### config.mk
export PLATFORM = sky130hd
export DESIGN_NAME = mem_port_arbiter
export DESIGN_NICKNAME = d
export VERILOG_FILES = /design/src/rtl/mem_arb_pkg.sv /design/src/rtl/arb_wait_counter.sv /design/src/rtl/mem_port_arbiter.sv
export SDC_FILE = /design/constraint.sdc
export NUM_CORES = 1
export LEC_CHECK = 0
export CORE_AREA = 2 2 99 101
export CTS_CLUSTER_DIAMETER = 100
export DETAILED_ROUTE_END_ITERATION = 7
export DIE_AREA = 0 0 101 103
export HOLD_SLACK_MARGIN = 0.15
export PLACE_DENSITY_LB_ADDON = 0.08
export SKIP_LAST_GASP = 1
export SYNTH_ARGS = -nofsm -noshare
export SYNTH_HDL_FRONTEND = slang
export SYNTH_SLANG_ARGS = --single-unit
### constraint.sdc
create_clock -name clk -period 1.8 [get_ports clk]
set_input_delay 0.36 -clock clk [delete_from_list [all_inputs] [get_ports clk]]
set_output_delay 0.36 -clock clk [all_outputs]
set_load 0.1 [all_outputs]
### src/rtl/mem_arb_pkg.sv
// Shared types and constants for the instruction/data SRAM port arbiter.
// The response owner is an IF flag plus a separate data field, so that one cycle can return both.
package mem_arb_pkg;

  localparam int AW_DEFAULT   = 12;
  localparam int MAX_WAIT_MIN = 1;
  localparam int MAX_WAIT_MAX = 15;
  localparam int WAIT_W       = 4;

  typedef enum logic [1:0] {
    OWN_NONE = 2'd0,
    OWN_D_RD = 2'd1,
    OWN_D_WR = 2'd2,
    OWN_DERR = 2'd3
  } d_owner_e;

  typedef struct packed {
    logic     if_own;
    d_owner_e d_own;
  } owner_t;

endpackage

### src/rtl/arb_wait_counter.sv
// Fetch starvation guard: counts consecutive denied fetch cycles down from MAX_WAIT.
// starved is raised at terminal count, which means fetch has waited MAX_WAIT cycles.
module arb_wait_counter
  import mem_arb_pkg::*;
#(
  parameter int MAX_WAIT = 4
) (
  input  logic clk,
  input  logic reset,
  input  logic inc,
  input  logic clr,
  output logic starved
);

  localparam logic [WAIT_W-1:0] TC_LOAD = WAIT_W'(MAX_WAIT);

  logic [WAIT_W-1:0] remain_q;

  // remain_q == TC_LOAD corresponds to zero waits; it holds at zero (saturation).
  always_ff @(posedge clk or negedge reset) begin
    if (!reset) begin
      remain_q <= TC_LOAD;
    end else if (clr) begin
      remain_q <= TC_LOAD;
    end else if (inc && (remain_q != '0)) begin
      remain_q <= remain_q - 1'b1;
    end
  end

  assign starved = (remain_q == '0);

endmodule

### src/rtl/mem_port_arbiter.sv
// Shares one single-ported synchronous SRAM between instruction fetch and data memory ports.
// Data has priority. Fetch wins after MAX_WAIT denials. Responses arrive one cycle after grant.
module mem_port_arbiter
  import mem_arb_pkg::*;
#(
  parameter int AW       = AW_DEFAULT,
  parameter int MAX_WAIT = 4
) (
  input  logic          clk,
  input  logic          reset,
  input  logic          if_req,
  input  logic [31:0]   if_addr,
  output logic          if_gnt,
  output logic          if_rvalid,
  output logic [31:0]   if_rdata,
  input  logic          d_req,
  input  logic          d_we,
  input  logic [3:0]    d_be,
  input  logic [31:0]   d_addr,
  input  logic [31:0]   d_wdata,
  output logic          d_gnt,
  output logic          d_rvalid,
  output logic [31:0]   d_rdata,
  output logic          d_err,
  output logic          sram_en,
  output logic          sram_we,
  output logic [3:0]    sram_be,
  output logic [AW-1:0] sram_addr,
  output logic [31:0]   sram_wdata,
  input  logic [31:0]   sram_rdata
);

  logic   d_misaligned;
  logic   d_needs_sram;
  logic   starved;
  logic   wait_inc;
  logic   wait_clr;
  owner_t owner_d;
  owner_t owner_q;

  // Upper address bits alias, and the fetch byte offset is ignored.
  logic unused_addr_bits;
  assign unused_addr_bits = ^{if_addr[31:AW+2], if_addr[1:0], d_addr[31:AW+2]};

  assign d_misaligned = d_req && (d_addr[1:0] != 2'b00);
  assign d_needs_sram = d_req && !d_misaligned;

  assign if_gnt = if_req && (!d_needs_sram || starved);
  assign d_gnt  = d_misaligned || (d_needs_sram && !if_gnt);

  assign wait_inc = if_req && !if_gnt;
  assign wait_clr = if_gnt || !if_req;

  arb_wait_counter #(
    .MAX_WAIT (MAX_WAIT)
  ) u_wait_counter (
    .clk     (clk),
    .reset   (reset),
    .inc     (wait_inc),
    .clr     (wait_clr),
    .starved (starved)
  );

  always_comb begin
    sram_en    = 1'b0;
    sram_we    = 1'b0;
    sram_be    = 4'b0000;
    sram_addr  = '0;
    sram_wdata = '0;
    if (if_gnt) begin
      sram_en   = 1'b1;
      sram_be   = 4'b1111;
      sram_addr = if_addr[AW+1:2];
    end else if (d_needs_sram && d_gnt) begin
      sram_en    = 1'b1;
      sram_we    = d_we;
      sram_be    = d_we ? d_be : 4'b1111;
      sram_addr  = d_addr[AW+1:2];
      sram_wdata = d_wdata;
    end
  end

  always_comb begin
    owner_d.if_own = if_gnt;
    owner_d.d_own  = OWN_NONE;
    if (d_gnt) begin
      if (d_misaligned) begin
        owner_d.d_own = OWN_DERR;
      end else if (d_we) begin
        owner_d.d_own = OWN_D_WR;
      end else begin
        owner_d.d_own = OWN_D_RD;
      end
    end
  end

  // Reset clears the owner immediately, so a response in flight is dropped.
  always_ff @(posedge clk or negedge reset) begin
    if (!reset) begin
      owner_q <= '{if_own: 1'b0, d_own: OWN_NONE};
    end else begin
      owner_q <= owner_d;
    end
  end

  assign if_rvalid = owner_q.if_own;
  assign if_rdata  = owner_q.if_own ? sram_rdata : 32'h0;
  assign d_rvalid  = (owner_q.d_own != OWN_NONE);
  assign d_err     = (owner_q.d_own == OWN_DERR);
  assign d_rdata   = (owner_q.d_own == OWN_D_RD) ? sram_rdata : 32'h0;

endmodule

==> results.sh <==
export IMPL_utilization_pct=57.0
export IMPL_yosysSeqAreaShare_pct=14.4
export IMPL_layout_common_cells="buf_12 (121), clkdlybuf4s50_1 (95), and2_2 (62)"
export IMPL_via_count=2075
export IMPL_hp_class="input pin to async pin"
export IMPL_cts_max_path_buffers=2
export IMPL_grt_pass1_wl_um=11100
export IMPL_crit_arrival_ns=1.93
export IMPL_grt_max_degree=34
export IMPL_core_um2=9460
export IMPL_crit_path_top_delay_cell="or3b_4"
export IMPL_dieArea_um2=10400
export IMPL_p_switching_uw=1320
export IMPL_root_buffer="clkbuf_8"
export IMPL_syn_area_per_cell_um2=7.45
export IMPL_grt_pass1_vias=2122
export IMPL_status="finished with violations"
export IMPL_drcViolationCount=0
export IMPL_row_count=36
export IMPL_yosys_area_top_type="and2_1"
export IMPL_tns_ns=-22.36
export IMPL_worstPathCellList="inv_1 -> ha_2 -> or3b_4 -> a21bo_4 -> inv_8 -> a22o_4 -> buf_12"
export IMPL_r2r_slack_ns=0.10
export IMPL_postCtsHoldBufs=0
export IMPL_postRouteAntennaNets=0
export IMPL_final_common_cell="buf_12"
export IMPL_cts_max_level=1
export IMPL_sw_frac_of_total_pct=52.7
export IMPL_seq_power_share_pct=7.2
export IMPL_timing_rr_start="u_wait_counter.remain_q[1]$_DFFE_PN0P_"
export IMPL_clkPwrFrac_pct=8.7
export IMPL_tritoncts="built"
export IMPL_ys_ff_latch=7
export IMPL_finalPower_uw=2510
export IMPL_die_x_um=101
export IMPL_drv_slew=0
export IMPL_tightestPinTransition_ns=0.447
export IMPL_layout_min_cycle_time_ns=2.29
export IMPL_worstPathRequired_ns=1.44
export IMPL_place_congestion=0.699
export IMPL_antenna_found_initial=0
export IMPL_overflow=0
export IMPL_cp_start_kind="flop"
export IMPL_critical_path_class="flop to output port"
export IMPL_final_layout_size_suffix_gt1_share_pct=69.6
export IMPL_syn_inst=164
export IMPL_wl_per_cell_um=15.7
export IMPL_syn_cell_area_um2=1220
export IMPL_dp_hpwl_um=6730
export IMPL_yosysWarningCount=0
export IMPL_r2r_cells=9
export IMPL_first_iter_violations=8
export IMPL_rsz0062_at_grt="true"
export IMPL_routed_wl_um=8130
export IMPL_power_density_nw_per_um2=465
export IMPL_p_leak_uw=0.00230
export IMPL_synthTopCellsByArea="and2_1 (51%), dfrtp_1 (12%), a22o_1 (8.6%)"
export IMPL_crit_buf_inv=3
export IMPL_portBuffers=217
export IMPL_cts_num_sinks=7
export IMPL_vias_per_cell=4.00
export IMPL_crit_fanout=7
export IMPL_drt_first_pass_iters=2
export IMPL_internal_power_uw=1190
export IMPL_critical_path_depth=7
export IMPL_timing_final_ws_setup_ns=-0.488
export IMPL_critPathCaptureType="output port"
export IMPL_numCtsBuffers=3
export IMPL_ir_worst_vdd_v=0.000205
export IMPL_clk_pin_slew_worst_paths_ns=0.04
export IMPL_finalHoldViolCount=0
export IMPL_die_h_um=103
export IMPL_min_period_over_period_pct=127
export IMPL_maxCapViolations=0
export IMPL_start_util_pct=12.9
export IMPL_max_freq_ghz=0.437
export IMPL_synth_cell_types=24
export IMPL_track_usage_pct=13.6
export IMPL_synth_nets=302
export IMPL_crit_family="compound AO/OA/AOI/OAI gates"
export IMPL_finClkSkew_ns=0.00254
export IMPL_nets=544
export IMPL_syn2layout_area_growth_pct=342
export IMPL_clk_latency_ns=0.23
export IMPL_pin_count=256
export IMPL_synth_top_area_share_pct=50.7
export IMPL_setup_viol=51
export IMPL_antenna_cells=0
export IMPL_combPwrFrac_pct=84.2
export IMPL_timing_rr_end="owner_q[1]$_DFF_PN0_"
export IMPL_critPathMaxStageDelay_ns=0.38
export IMPL_violations="setup timing"
export IMPL_relSlewSlack_pct=70.2
## routing by layer
metal  share of wire (%)  vias to the layer above  routed length [um]  global-route usage [%]
met5                   0                        -                   0                       0
met4                0.31                        0                  25                    1.87
met3                  12                        4                 948                    4.95
met2                  58                      142                4690                    27.8
met1                  30                      923                2470                    13.4
li1                    -                     1006                   -                       -
## power groups by stage
| stage | logic, uW | clock network (uW) | registers, uW |
|---|---|---|---|
| 2_1_floorplan | 1170 | 0 | 182 |
| 3_3_place_gp | 2060 | 0 | 182 |
| 3_5_place_dp | 2060 | 0 | 182 |
| 4_1_cts | 2100 | 222 | 180 |
| 5_1_grt | 2170 | 232 | 183 |
| 6_report | 2110 | 217 | 179 |
## through the flow
stage / hold WS, ns / cells / worst slack [ns] / instance area, um2
after floorplan: 0.0644 / 164 / -0.392 / 1510
after global placement: 0.509 / 503 / -0.537 / 5090
after detailed placement: 0.517 / 503 / -0.545 / 5090
after CTS: 0.396 / 512 / -0.498 / 5280
after global routing: 0.413 / 519 / -0.527 / 5400
final: 0.386 / 519 / -0.488 / 5400
## area by class of cell
class | count | area, um2
clock buffers | 4 | 45.0
fillers | 796 | 4060
repair buffers | 248 | 3690
flip-flops and latches | 7 | 178
inverters | 3 | 18.8
well taps | 114 | 143
multi-input cells | 142 | 1310
repair inverters | 1 | 11.3
## cell usage after synthesis (all sizes together)
master	n
dfrtp	6
nor3b	1
and4bb	1
xnor2	2
a22o	12
buf	6
or2	1
a21bo	1
nor2b	5
o21ai	5
nand3	2
clkbuf	6
nor2	5
and2	99
inv	3
nor3	1
nand2b	2
ha	1
a21boi	2
dfstp	1
or3b	2
## logic make-up after synthesis
group,after synthesis,synth area share [%]
and+or+nand+nor,119,62.4
DFF,7,14.4
buffers and inverters,15,7.99
xor gates and xnor gates,2,1.43
AOI/OAI and AO/OA,20,12.7
adders and majority gates,1,1.02
## timing repair
item,4_1_cts,5_1_grt
cloned,1,5
pin swaps,4,3
setup buffers,4,2
gates resized for setup,35,5
endpoints found under the setup margin,52,73
## how the worst max path moves through the flow
stage                                            from              to  slack, ns
6_report       u_wait_counter.remain_q[1]$_DFFE_PN0P_   sram_addr[10]      -0.49
5_1_grt        u_wait_counter.remain_q[1]$_DFFE_PN0P_    sram_addr[5]      -0.53
2_1_floorplan  u_wait_counter.remain_q[0]$_DFFE_PN0P_   sram_addr[10]      -0.39
4_1_cts        u_wait_counter.remain_q[0]$_DFFE_PN0P_   sram_addr[10]      -0.50
3_3_place_gp                                    d_req  sram_wdata[29]      -0.54
3_5_place_dp                                    d_req   sram_wdata[2]      -0.55
## sequential cells by signal (all words and copies together), names as in the netlist
name and cells:
if_rvalid 1, owner_q 2, u_wait_counter.remain_q 4
No activity file was read; power rests on OpenSTA's default activity.
